`config.mk`:
```
export PLATFORM = sky130hd
export DESIGN_NAME = segment_reader
export DESIGN_NICKNAME = d
export VERILOG_FILES = /design/src/rtl/segment_reader.sv
export SDC_FILE = /design/constraint.sdc
export NUM_CORES = 1
export LEC_CHECK = 0
export ABC_AREA = 1
export CAP_MARGIN = 10
export CORE_AREA = 5 5 67 69
export CTS_BUF_LIST = sky130_fd_sc_hd__clkbuf_4 sky130_fd_sc_hd__clkbuf_8
export CTS_CLUSTER_SIZE = 12
export DETAILED_ROUTE_END_ITERATION = 7
export DIE_AREA = 0 0 72 74
export GPL_ROUTABILITY_DRIVEN = 0
export GPL_TIMING_DRIVEN = 0
export PLACE_DENSITY = 0.85
export SLEW_MARGIN = 20
export SYNTH_ARGS = -nofsm -noshare
export SYNTH_HDL_FRONTEND = slang
export SYNTH_SLANG_ARGS = --single-unit
export TNS_END_PERCENT = 5
```
`constraint.sdc`:
```
create_clock -name clk_i -period 3.8 [get_ports clk_i]
set_clock_uncertainty 0.05 [all_clocks]
set_input_delay 0.76 -clock clk_i [delete_from_list [all_inputs] [get_ports clk_i]]
set_output_delay 0.76 -clock clk_i [all_outputs]
set_load 0.005 [all_outputs]
```
`src/rtl/segment_reader.sv`:
```
// Reads back a multiplexed active-low seven-segment bus, debounces each digit and
// delivers the decoded word over valid/ready. SEGMENT_READER_CHANGE_ONLY_EN suppresses repeated frames.
module segment_reader #(
    parameter int unsigned NUM_DIGITS    = 4,
    parameter int unsigned STABLE_CYCLES = 8
) (
    input  logic                      clk_i,
    input  logic                      rst_i,
    input  logic [6:0]                segments_ni,
    input  logic [NUM_DIGITS-1:0]     digit_sel_ni,
    input  logic                      ready_i,
    output logic                      valid_o,
    output logic [4*NUM_DIGITS-1:0]   value_o,
    output logic [NUM_DIGITS-1:0]     digit_err_o
);

    localparam int unsigned CW = $clog2(STABLE_CYCLES + 1);
    localparam logic [CW-1:0] SAT = CW'(STABLE_CYCLES);

    logic [NUM_DIGITS-1:0] prev_sel;
    logic [6:0]            prev_seg;
    logic [NUM_DIGITS-1:0] captured;
    logic [NUM_DIGITS-1:0] sel_low;
    logic [CW-1:0]         cnt;
    logic [CW-1:0]         cnt_next;
    logic                  pair_ok;
    logic                  same;
    logic                  blank;
    logic                  commit;
    logic [3:0]            nibble;
    logic                  glyph_err;

`ifdef SEGMENT_READER_CHANGE_ONLY_EN
    logic [4*NUM_DIGITS-1:0] last_value;
    logic [NUM_DIGITS-1:0]   last_err;
`endif

    always_comb begin
        sel_low  = ~digit_sel_ni;
        pair_ok  = (sel_low != '0) && ((sel_low & (sel_low - NUM_DIGITS'(1))) == '0);
        same     = ({digit_sel_ni, segments_ni} == {prev_sel, prev_seg});
        blank    = (segments_ni == 7'h7F);
        cnt_next = CW'(1);
        if (!pair_ok) begin
            cnt_next = '0;
        end else if (same) begin
            cnt_next = (cnt == SAT) ? SAT : cnt + CW'(1);
        end
        // A saturated run must not re-commit, except with a one-sample window.
        commit = pair_ok && !blank && (cnt_next == SAT) &&
                 ((STABLE_CYCLES == 1) || (cnt != SAT)) &&
                 !valid_o && !(&captured);
    end

    always_comb begin
        nibble    = 4'h0;
        glyph_err = 1'b0;
        case (segments_ni)
            7'h40: nibble = 4'h0;
            7'h79: nibble = 4'h1;
            7'h24: nibble = 4'h2;
            7'h30: nibble = 4'h3;
            7'h19: nibble = 4'h4;
            7'h12: nibble = 4'h5;
            7'h02: nibble = 4'h6;
            7'h78: nibble = 4'h7;
            7'h00: nibble = 4'h8;
            7'h10: nibble = 4'h9;
            7'h08: nibble = 4'hA;
            7'h03: nibble = 4'hB;
            7'h46: nibble = 4'hC;
            7'h21: nibble = 4'hD;
            7'h06: nibble = 4'hE;
            7'h0E: nibble = 4'hF;
            default: glyph_err = 1'b1;
        endcase
    end

    always_ff @(posedge clk_i) begin
        if (rst_i) begin
            prev_sel    <= '0;
            prev_seg    <= '0;
            cnt         <= '0;
            captured    <= '0;
            valid_o     <= 1'b0;
            value_o     <= '0;
            digit_err_o <= '0;
`ifdef SEGMENT_READER_CHANGE_ONLY_EN
            last_value  <= '0;
            last_err    <= '0;
`endif
        end else begin
            prev_sel <= digit_sel_ni;
            prev_seg <= segments_ni;
            cnt      <= cnt_next;
            for (int unsigned i = 0; i < NUM_DIGITS; i++) begin
                if (commit && sel_low[i]) begin
                    value_o[4*i +: 4] <= nibble;
                    digit_err_o[i]    <= glyph_err;
                    captured[i]       <= 1'b1;
                end
            end
            if (valid_o) begin
                if (ready_i) begin
                    valid_o  <= 1'b0;
                    captured <= '0;
`ifdef SEGMENT_READER_CHANGE_ONLY_EN
                    last_value <= value_o;
                    last_err   <= digit_err_o;
`endif
                end
            end else if (&captured) begin
`ifdef SEGMENT_READER_CHANGE_ONLY_EN
                if ({value_o, digit_err_o} == {last_value, last_err}) begin
                    captured <= '0;
                end else begin
                    valid_o <= 1'b1;
                end
`else
                valid_o <= 1'b1;
`endif
            end
        end
    end

endmodule

```
# [Word-level counts from Yosys, hierarchy flattened]
# Index checks and enable logic that the tools add are counted.
[op_classes] bitwise=2 n_reduce_logical=18 eq_ne=20 addsub=2 n_mux=14
[op_table] operator="4-bit case mux with 15 select lines" n=1
[op_table] operator="7-bit == test, second input constant" n=5
[op_table] operator="7-bit by 5-bit == test with 1-bit output, second input constant" n=3
[op_table] operator="7-bit by 6-bit == test with 1-bit output, second input constant" n=3
[op_table] operator="4-bit 2-to-1 mux" n=5
[op_table] operator="16-bit OR reduction" n=1
[op_table] operator="7-bit by 2-bit == test with 1-bit output, second input constant" n=2
[op_table] operator="7-bit by 4-bit == test with 1-bit output, second input constant" n=2
[op_table] operator="11-bit == test" n=1
[op_table] operator="1-bit logical AND" n=10
[op_table] operator="4-bit == test, second input constant" n=2
[op_table] operator="1-bit 2-to-1 mux" n=8
[op_table] operator="7-bit by 3-bit == test with 1-bit output, second input constant" n=1
[op_table] operator="7-bit logical NOT" n=1
[op_table] operator="4-bit by 1-bit adder with 4-bit output, second input constant" n=1
[op_table] operator="4-bit bitwise AND" n=1
[op_table] operator="4-bit logical NOT" n=1
[op_table] operator="4-bit != test, second input constant" n=1
[op_table] operator="4-bit NOT" n=1
[op_table] operator="4-bit AND reduction" n=1
[op_table] operator="4-bit nonzero test" n=1
[op_table] operator="4-bit by 1-bit subtractor with 4-bit output, second input constant" n=1
[op_table] operator="1-bit logical NOT" n=3
[word_totals] ff_bits=40 word_cells=69 inputBits=14

# [Longest topological paths before layout]
# Gate-level depths: netlist of run 1.
[depth] ltp_word=15 ltp_mapped=12

# [Worst setup path before layout of run 1]
# OpenSTA, ideal clock, no wires.
[synth_path] kind="input -> register" from="in segments_ni[3]" to="reg value_o[0]" t_arrival_ns=1.955 path_stages=10 slack_ns=1.682 n_path_buf=2 path_cell_list="buf_6 xnor2_1 nand2_1 nor2_2 nand3_2 nor3_2 buf_4 nand4_1 nand2_1 nor2_1"
[synth_between] elab_chain_cells=9 elab_cells_between_ends=28 classes_between="17 x eq/ne; 3 x mux; 8 x reduce/logical"
[synth_rtl] item="start: declaration" line="9" source="input logic [6:0] segments_ni,"
[synth_rtl] item="11-bit == test" line="41" source="same = ({digit_sel_ni, segments_ni} == {prev_sel, prev_seg});"
[synth_rtl] item="4-bit 2-to-1 mux" line="46" source="end else if (same) begin"
[synth_rtl] item="4-bit 2-to-1 mux" line="44" source="if (!pair_ok) begin"
[synth_rtl] item="4-bit == test" line="50" source="commit = pair_ok && !blank && (cnt_next == SAT) &&"
[synth_rtl] item="1-bit logical AND (2 in series)" line="50"
[synth_rtl] item="1-bit logical AND" line="51" source="((STABLE_CYCLES == 1) || (cnt != SAT)) &&"
[synth_rtl] item="1-bit logical AND" line="52" source="!valid_o && !(&captured);"
[synth_rtl] item="1-bit logical AND" line="97" source="if (commit && sel_low[i]) begin"
[synth_rtl] item="end signal: indexed assignment" line="98" source="value_o[4*i +: 4] <= nibble;"
[synth_rtl] item="end: declaration" line="13" source="output logic [4*NUM_DIGITS-1:0] value_o,"
# Parallel ways exist; a longest one is shown, timed or not.
# A chain may end at the register's enable or synchronous reset.

# [Final worst setup path of run 1]
[layout_path] from="in digit_sel_ni[2]" to="reg value_o[5]"
[layout_between] elab_chain_cells=12 elab_cells_between_ends=16 classes_between="1 x add/sub; 2 x eq/ne; 2 x mux; 2 x bitwise; 9 x reduce/logical"
[layout_rtl] item="start: declaration" line="10" source="input logic [NUM_DIGITS-1:0] digit_sel_ni,"
[layout_rtl] item="4-bit NOT" line="39" source="sel_low = ~digit_sel_ni;"
[layout_rtl] item="4-bit by 1-bit subtractor with 4-bit output" line="40" source="pair_ok = (sel_low != '0) && ((sel_low & (sel_low - NUM_DIGITS'(1))) == '0);"
[layout_rtl] item="4-bit bitwise AND" line="40"
[layout_rtl] item="4-bit logical NOT" line="40"
[layout_rtl] item="1-bit logical AND" line="40"
[layout_rtl] item="4-bit 2-to-1 mux" line="44"
[layout_rtl] item="4-bit == test" line="50"
[layout_rtl] item="1-bit logical AND (*) (2 in series)" line="50"
[layout_rtl] item="1-bit logical AND (*)" line="51"
[layout_rtl] item="1-bit logical AND (*)" line="52"
[layout_rtl] item="1-bit logical AND (*)" line="97"
# Mark *: on every way between the ends. The rest lies on a longest branch, timed or not.

==> impl_metrics.json, run 1 <==
{
  "worst_ep_required_time_ps": 3950,
  "fp.dieH_um": 74,
  "total_clock_sinks": 40,
  "die_area_um2": 5330,
  "grt_max_degree": 13,
  "buffer_type_at_the_clock_tree_root": "sky130_fd_sc_hd__clkbuf_8",
  "timing.critical_path.arrival_ps": 2760,
  "final_critical_path_setup_slack_ps": 1180,
  "maximum_clock_insertion_buffer_count": 2,
  "critPathMaxFanout": 10,
  "ys_seq_elements": 40,
  "critPathMostFrequentCell": "sky130_fd_sc_hd__nand2_1",
  "initial_core_util": 0.557,
  "worstHoldStart": "captured[0]$_SDFF_PP0_",
  "first_pass_grt_wire_length_um": 8070,
  "grt.overflow.total": 0,
  "detail_route.first_pass.iterations": 5,
  "horizontal_die_dimension_um": 72,
  "reg2reg_to": "value_o[5]$_SDFFE_PP0P_",
  "worst_skew_pair.late_latency_ps": 300,
  "final.fill_count": 355,
  "yosys_warnings": 0,
  "synthDominantAreaCellType": "sky130_fd_sc_hd__dfxtp_1",
  "layout_worst_path_cycle_share": 0.689,
  "ff2ff_setup_slack_ps": 1810,
  "postSynth.asyncResetShare": 0,
  "number_of_max_cap_violations": 0,
  "final.hold.worst_slack_ps": 423,
  "outcome": "complete, no violations",
  "grt_pass1_vias": 1896,
  "routed_wire_length_per_instance_um": 11.6,
  "area_growth_pct": 24.3,
  "r2r-start": "cnt[0]$_SDFF_PP0_",
  "num_rows": 23,
  "clkTransAtPathRegs_ps": 80,
  "cts_resized": 0,
  "synth_top_cells_by_area": "sky130_fd_sc_hd__dfxtp_1, sky130_fd_sc_hd__nand2_1, sky130_fd_sc_hd__nor2_1",
  "cts-buffers-inserted": 5,
  "timing.reg2reg.worst_path_depth": 11,
  "critical_path.cell_chain": "clkdlybuf4s50_1 -> inv_1 -> nand2_1 -> nand2_1 -> nand2_1 -> nor2_2 -> nand3_2 -> nor3_2 -> buf_4 -> nand4_1 -> nand2_1 -> nor2_1",
  "synthFlopType": "sky130_fd_sc_hd__dfxtp_1",
  "share_of_the_yosys_chip_area_belonging_to_registers": 0.373,
  "cts-htree-levels": 2,
  "power.static_leakage_nw": 1.28,
  "routed-via-count": 2115,
  "register_area_um2": 801,
  "synth_edf_count": 0,
  "syn_area_per_cell_um2": 6.53,
  "io_buffer_count": 33,
  "wirelength_um": 4860,
  "postSynthNetCount": 345,
  "grt_use_total": 0.192,
  "element_type_at_the_critical_path_start": "input port",
  "post-synth-top-area-fraction": 0.373,
  "slew_headroom": 0.608,
  "synth_area_um2": 2150,
  "finalNetCount": 385,
  "diodes": 0,
  "cp_slowest_stage_delay_ps": 470,
  "worstSetupPathType": "input port to flip-flop",
  "dp_slack_ps": 928,
  "grt_setup_unrepaired": "false",
  "fmax_mhz": 382,
  "worst_pin_slew_ps": 584,
  "design.core.area_um2": 3860,
  "synth_common_cells": "sky130_fd_sc_hd__nand2_1, sky130_fd_sc_hd__nor2_1, sky130_fd_sc_hd__dfxtp_1, sky130_fd_sc_hd__inv_1, sky130_fd_sc_hd__nand4_1",
  "detailed_place_hpwl_um": 3710,
  "whs_path_depth": 2,
  "design.portCount": 35,
  "critical-path-slowest-cell": "sky130_fd_sc_hd__clkdlybuf4s50_1",
  "period_minus_slack_ps": 2620,
  "multi_input_comb_area_um2": 1140,
  "worst_hold_endpoint": "captured[0]$_SDFF_PP0_",
  "drc_marker_count_from_the_first_detailed_route_iteration": 110,
  "setup_total_negative_slack_ps": 0,
  "cts_tree": "yes",
  "slew_viol_final": 0,
  "hold_violations": 0,
  "drt.antenna.violating_nets": 0,
  "number_of_remaining_drc_errors": 0,
  "power_density_nw_per_um2": 349,
  "netlist-cell-type-count": 27,
  "setup_viol": 0,
  "min_path_type": "flip-flop to flip-flop",
  "synth_cells": 329,
  "hold_buffers": 0,
  "final_layout_size_suffix_gt1_frac": 0.0894,
  "post-cts-setup-buffer-count": 0,
  "vias_per_cell": 5.05,
  "critical_path.endpoint_type": "flip-flop",
  "vdd.ir_drop.worst_uv": 197,
  "synth.most_common_cell": "sky130_fd_sc_hd__nand2_1",
  "initial_antenna_violation_count": 0
}
critical path, delay by kind of cell:
family | cells | cell delay [ps]
buffers and inverters | 3 | 900
and+or+nand+nor | 9 | 1100
state kept, by name (all words and copies together), names as in the netlist:
name         count
value_o         16
prev_sel         4
valid_o          1
digit_err_o      4
cnt              4
captured         4
prev_seg         7
how the worst max path moves through the flow:
stage	start	end	slack (ps)
after floorplan	segments_ni[3]	value_o[0]$_SDFFE_PP0P_	1680
after global placement	digit_sel_ni[0]	value_o[0]$_SDFFE_PP0P_	950
after detailed placement	digit_sel_ni[0]	value_o[12]$_SDFFE_PP0P_	930
after CTS	digit_sel_ni[2]	value_o[5]$_SDFFE_PP0P_	1210
after global routing	digit_sel_ni[1]	value_o[12]$_SDFFE_PP0P_	980
final	digit_sel_ni[2]	value_o[5]$_SDFFE_PP0P_	1180
area by class of cell:
cell class,count,area share
buffer,6,0.0131
timing repair buffer,33,0.124
inverter,46,0.0656
tap,50,0.0234
clock inverter,2,0.0225
clock buffer,5,0.0258
multi-input combinational,237,0.426
sequential,40,0.300
layer usage:
layer,track usage,share of wire,wire [um]
met5,0,0,0
met4,0.0793,0.022,108
met3,0.0432,0.062,301
met2,0.336,0.49,2360
met1,0.229,0.43,2080
metrics by stage:
stage	area (um2)	instances	utilization	power, W
3_3_place_gp	2540	412	0.659	0.000533
6_report	2670	419	0.692	0.000930
2_1_floorplan	2150	329	-	0.000501
3_5_place_dp	2540	412	0.659	0.000535
4_1_cts	2670	419	0.692	0.000938
5_1_grt	2670	419	0.692	0.000968
power by group:
group / switching [W] / internal, W
combinational: 0.0000642 / 0.0000344
sequential: 0.00000343 / 0.000426
clock: 0.000144 / 0.000258
logic make-up (layout without fill, tap and decap cells):
family,Yosys count,in the layout,synth area share
XOR/XNOR,7,7,0.0286
adder cells (fa/ha/maj),2,2,0.0117
AND/OR/NAND/NOR,226,226,0.484
AO/OA/AOI/OAI,2,2,0.00466
flip-flops,40,40,0.373
buffers and inverters,52,92,0.0979
placed cells by master, fill, tap and decap left out:
| cell type | netlist | final |
|---|---|---|
| sky130_fd_sc_hd__clkbuf_1 | 1 | 1 |
| sky130_fd_sc_hd__clkbuf_8 | 0 | 5 |
| sky130_fd_sc_hd__xnor2_1 | 5 | 5 |
| sky130_fd_sc_hd__buf_6 | 1 | 1 |
| sky130_fd_sc_hd__clkdlybuf4s50_1 | 0 | 33 |
| sky130_fd_sc_hd__xor2_1 | 2 | 2 |
| sky130_fd_sc_hd__inv_4 | 1 | 1 |
| sky130_fd_sc_hd__nand2_2 | 1 | 1 |
| sky130_fd_sc_hd__nor3_1 | 8 | 8 |
| sky130_fd_sc_hd__inv_2 | 5 | 5 |
| sky130_fd_sc_hd__nand2_1 | 90 | 90 |
| sky130_fd_sc_hd__nor2_4 | 4 | 4 |
| sky130_fd_sc_hd__nor2_2 | 4 | 4 |
| sky130_fd_sc_hd__buf_2 | 1 | 1 |
| sky130_fd_sc_hd__buf_4 | 1 | 1 |
| sky130_fd_sc_hd__ha_1 | 2 | 2 |
| sky130_fd_sc_hd__nand4_1 | 20 | 20 |
| sky130_fd_sc_hd__nor2_1 | 78 | 78 |
| sky130_fd_sc_hd__nand4_2 | 2 | 2 |
| sky130_fd_sc_hd__nand2_4 | 2 | 2 |
| sky130_fd_sc_hd__bufinv_16 | 0 | 2 |
| sky130_fd_sc_hd__nand3_4 | 2 | 2 |
| sky130_fd_sc_hd__nand3_1 | 13 | 13 |
| sky130_fd_sc_hd__a21oi_1 | 1 | 1 |
| sky130_fd_sc_hd__nand3_2 | 1 | 1 |
| sky130_fd_sc_hd__dfxtp_1 | 40 | 40 |
| sky130_fd_sc_hd__o21ai_0 | 1 | 1 |
| sky130_fd_sc_hd__nor3_2 | 1 | 1 |
| sky130_fd_sc_hd__inv_1 | 40 | 40 |
| sky130_fd_sc_hd__buf_1 | 2 | 2 |
Note: power is estimated with default switching activity, not from simulation.
==> run 2, diff against run 1 <==
- CORE_AREA: 5 5 67 69 -> 5 5 72 74
- DIE_AREA: 0 0 72 74 -> 0 0 77 79
- PLACE_DENSITY: 0.85 -> 0.78
- clock period: 3.8 -> 2.29 ns (I/O delays scaled with it)
==> run 2 against run 1 <==
Design area up 1.9%. Flip-flop and latch count unchanged. First-iteration DRC count up 35%. Utilization down 9.3 points. Cell count up 1.7%. Largest power group unchanged. Setup slack worse by 1100 ps. Clock power up 12%. Register-to-register slack worse by 1500 ps. Critical endpoint is now value_o[4]$_SDFFE_PP0P_. Worst hold slack worse by 21 ps. Largest cell class unchanged. Via count down 1.1%.
==> impl_metrics.json, run 2 (same netlist as run 1, synthesis figures left out) <==
{
  "grt_max_degree": 13,
  "slew_headroom": 0.700,
  "place_area_um2": 2540,
  "maximum_clock_insertion_buffer_count": 2,
  "initial_antenna_violation_count": 0,
  "sw_frac_of_total": 0.272,
  "number_of_remaining_drc_errors": 0,
  "num_rows": 25,
  "detail_route.first_pass.iterations": 4,
  "top_layer_used": "met4",
  "number_of_max_cap_violations": 0,
  "element_type_at_the_critical_path_start": "input port",
  "routed-via-count": 2091,
  "diodes": 0,
  "most_frequent_standard_cell_in_the_layout_excluding_fill_and_tap_cells": "sky130_fd_sc_hd__nand2_1",
  "met2WireLength_um": 2340,
  "drt.antenna.violating_nets": 0,
  "grt.overflow.total": 0,
  "power_density_nw_per_um2": 492,
  "power.static_leakage_nw": 1.34,
  "final.fill_count": 433,
  "hold_buffers": 0,
  "grt_use_total": 0.165,
  "detailed_place_hpwl_um": 3720,
  "layout_worst_path_cycle_share": 0.960,
  "power.switching_w": 0.000364,
  "design_area_um2": 2720,
  "pwr-share-seq": 0.533,
  "finalNetCount": 388,
  "initial_core_util": 0.473,
  "final_layout_size_suffix_gt1_frac": 0.118,
  "area_growth_pct": 26.6,
  "setup_viol": 0,
  "io_buffer_count": 33,
  "cts_tree": "yes",
  "clkTransAtPathRegs_ps": 70,
  "wl_met1_um": 2180,
  "period_minus_slack_ps": 2200,
  "final_critical_path_setup_slack_ps": 90.5,
  "vdd.ir_drop.worst_uv": 342,
  "grt_pass1_vias": 1876,
  "die_area_um2": 6080,
  "met3_length_um": 236,
  "p_comb_frac": 0.130,
  "drc_marker_count_from_the_first_detailed_route_iteration": 148,
  "design.portCount": 35,
  "internal_power_w": 0.000974,
  "vias_per_cell": 4.91,
  "outcome": "complete, no violations",
  "path_buf_inv": 2,
  "total_clock_sinks": 40,
  "worst_ep_required_time_ps": 2440,
  "number_of_flip_flops_in_the_largest_register": 16,
  "register_ranked_first_by_flip_flop_count": "value_o",
  "layout.cells.most_common_list": "sky130_fd_sc_hd__nand2_1, sky130_fd_sc_hd__nor2_1, sky130_fd_sc_hd__dfxtp_1, sky130_fd_sc_hd__inv_1, sky130_fd_sc_hd__clkdlybuf4s50_1",
  "dp_slack_ps": -289,
  "first_pass_grt_wire_length_um": 8160,
  "worst_pin_slew_ps": 450,
  "min_path_type": "input port to flip-flop",
  "design.core.area_um2": 4540,
  "critPathMaxFanout": 10,
  "critical-path-slowest-cell": "sky130_fd_sc_hd__clkdlybuf4s50_1",
  "ff2ff_setup_slack_ps": 340,
  "timing.critical_path.arrival_ps": 2340,
  "fp.dieH_um": 79,
  "critical_path.cell_chain": "clkdlybuf4s50_1 -> nand2_1 -> nand2_1 -> nand2_1 -> nor2_4 -> nand3_2 -> nor3_4 -> buf_4 -> nand4_1 -> nand2_1 -> nor2_1",
  "pwr-share-clk": 0.337,
  "wirelength_um": 4880,
  "horizontal_die_dimension_um": 77,
  "final.hold.worst_slack_ps": 401,
  "worst_skew_pair.late_latency_ps": 300,
  "routed_wire_length_per_instance_um": 11.5,
  "critical_path.endpoint_type": "flip-flop",
  "critPathMostFrequentCell": "sky130_fd_sc_hd__nand2_1",
  "hold_violations": 0,
  "worstSetupPathType": "input port to flip-flop",
  "slew_viol_final": 0,
  "cts-htree-levels": 2,
  "cts-buffers-inserted": 5,
  "setup_total_negative_slack_ps": 0,
  "buffer_type_at_the_clock_tree_root": "sky130_fd_sc_hd__clkbuf_8",
  "fmax_mhz": 455,
  "cp_top_family": "simple AND/OR/NAND/NOR gates",
  "reg_top3": "value_o x16, prev_seg x7",
  "cp_slowest_stage_delay_ps": 610
}
-- run 2: cell types whose count changed in the layout (fill, tap and decap cells not counted), sizes merged --
cell,delta
clkdlybuf4s50,-6
dlymetal6s2s,+6
buf,+2
bufinv,-2
clkbuf,+1
clkinv,+1
clkinvlp,+1
-- run 2: worst register-to-register path, delay by kind of cell, from the launching register on --
family                     cells  cell delay [ps]
adders and majority gates      1              190
and+or+nand+nor                9             1210
buffers and inverters          1               70
DFF                            1              360
-- run 2: cell type report --
| cell class | count | area (um2) | area share |
|---|---|---|---|
| clock inverters | 2 | 12.5 | 0.00460 |
| multi-input cells | 237 | 1190 | 0.437 |
| flip-flops and latches | 40 | 801 | 0.295 |
| repair buffers | 36 | 368 | 0.135 |
| well taps | 54 | 67.6 | 0.0249 |
| plain buffers | 6 | 37.5 | 0.0138 |
| clock buffers | 5 | 68.8 | 0.0253 |
| inverters | 46 | 175 | 0.0644 |
-- run 2: per-layer routing --
metal | global-route usage | vias to the layer above
li1 | - | 1103
met1 | 0.200 | 923
met2 | 0.274 | 54
met3 | 0.0408 | 11
met4 | 0.0808 | 0
met5 | 0 | -
-- run 2: power groups by stage --
stage	logic (W)	clock network, W	registers, W
floorplan	0.000104	0	0.000727
global placement	0.000159	0	0.000728
detailed placement	0.000161	0	0.000729
CTS	0.000162	0.000469	0.000712
global route	0.000196	0.000499	0.000714
finish	0.000174	0.000451	0.000713
-- run 2: metrics by stage --
stage	instances	util	total power, W
floorplan	329	-	0.000832
finish	426	0.599	0.00134
global placement	416	0.561	0.000886
global route	426	0.599	0.00141
detailed placement	416	0.561	0.000890
CTS	423	0.579	0.00134
-- run 2: final timing paths --
path,startpoint,to,cells past startpoint
max,digit_sel_ni[1],value_o[4]$_SDFFE_PP0P_,11
min,segments_ni[3],prev_seg[3]$_SDFF_PP0_,3
max reg2reg,cnt[0]$_SDFF_PP0_,value_o[4]$_SDFFE_PP0P_,11
min reg2reg,captured[0]$_SDFF_PP0_,captured[0]$_SDFF_PP0_,2
-- run 2: what timing repair did --
item	CTS	global route
setup buffers	0	3
endpoints found under the setup margin	0	23
endpoints found under the hold margin	0	0
gates resized for setup	0	19
==> run 3, diff against run 2 <==
- CAP_MARGIN: 10 -> 40
==> results of run 3 <==
No change in the layout: final DEF, timing and power equal those of run 2.
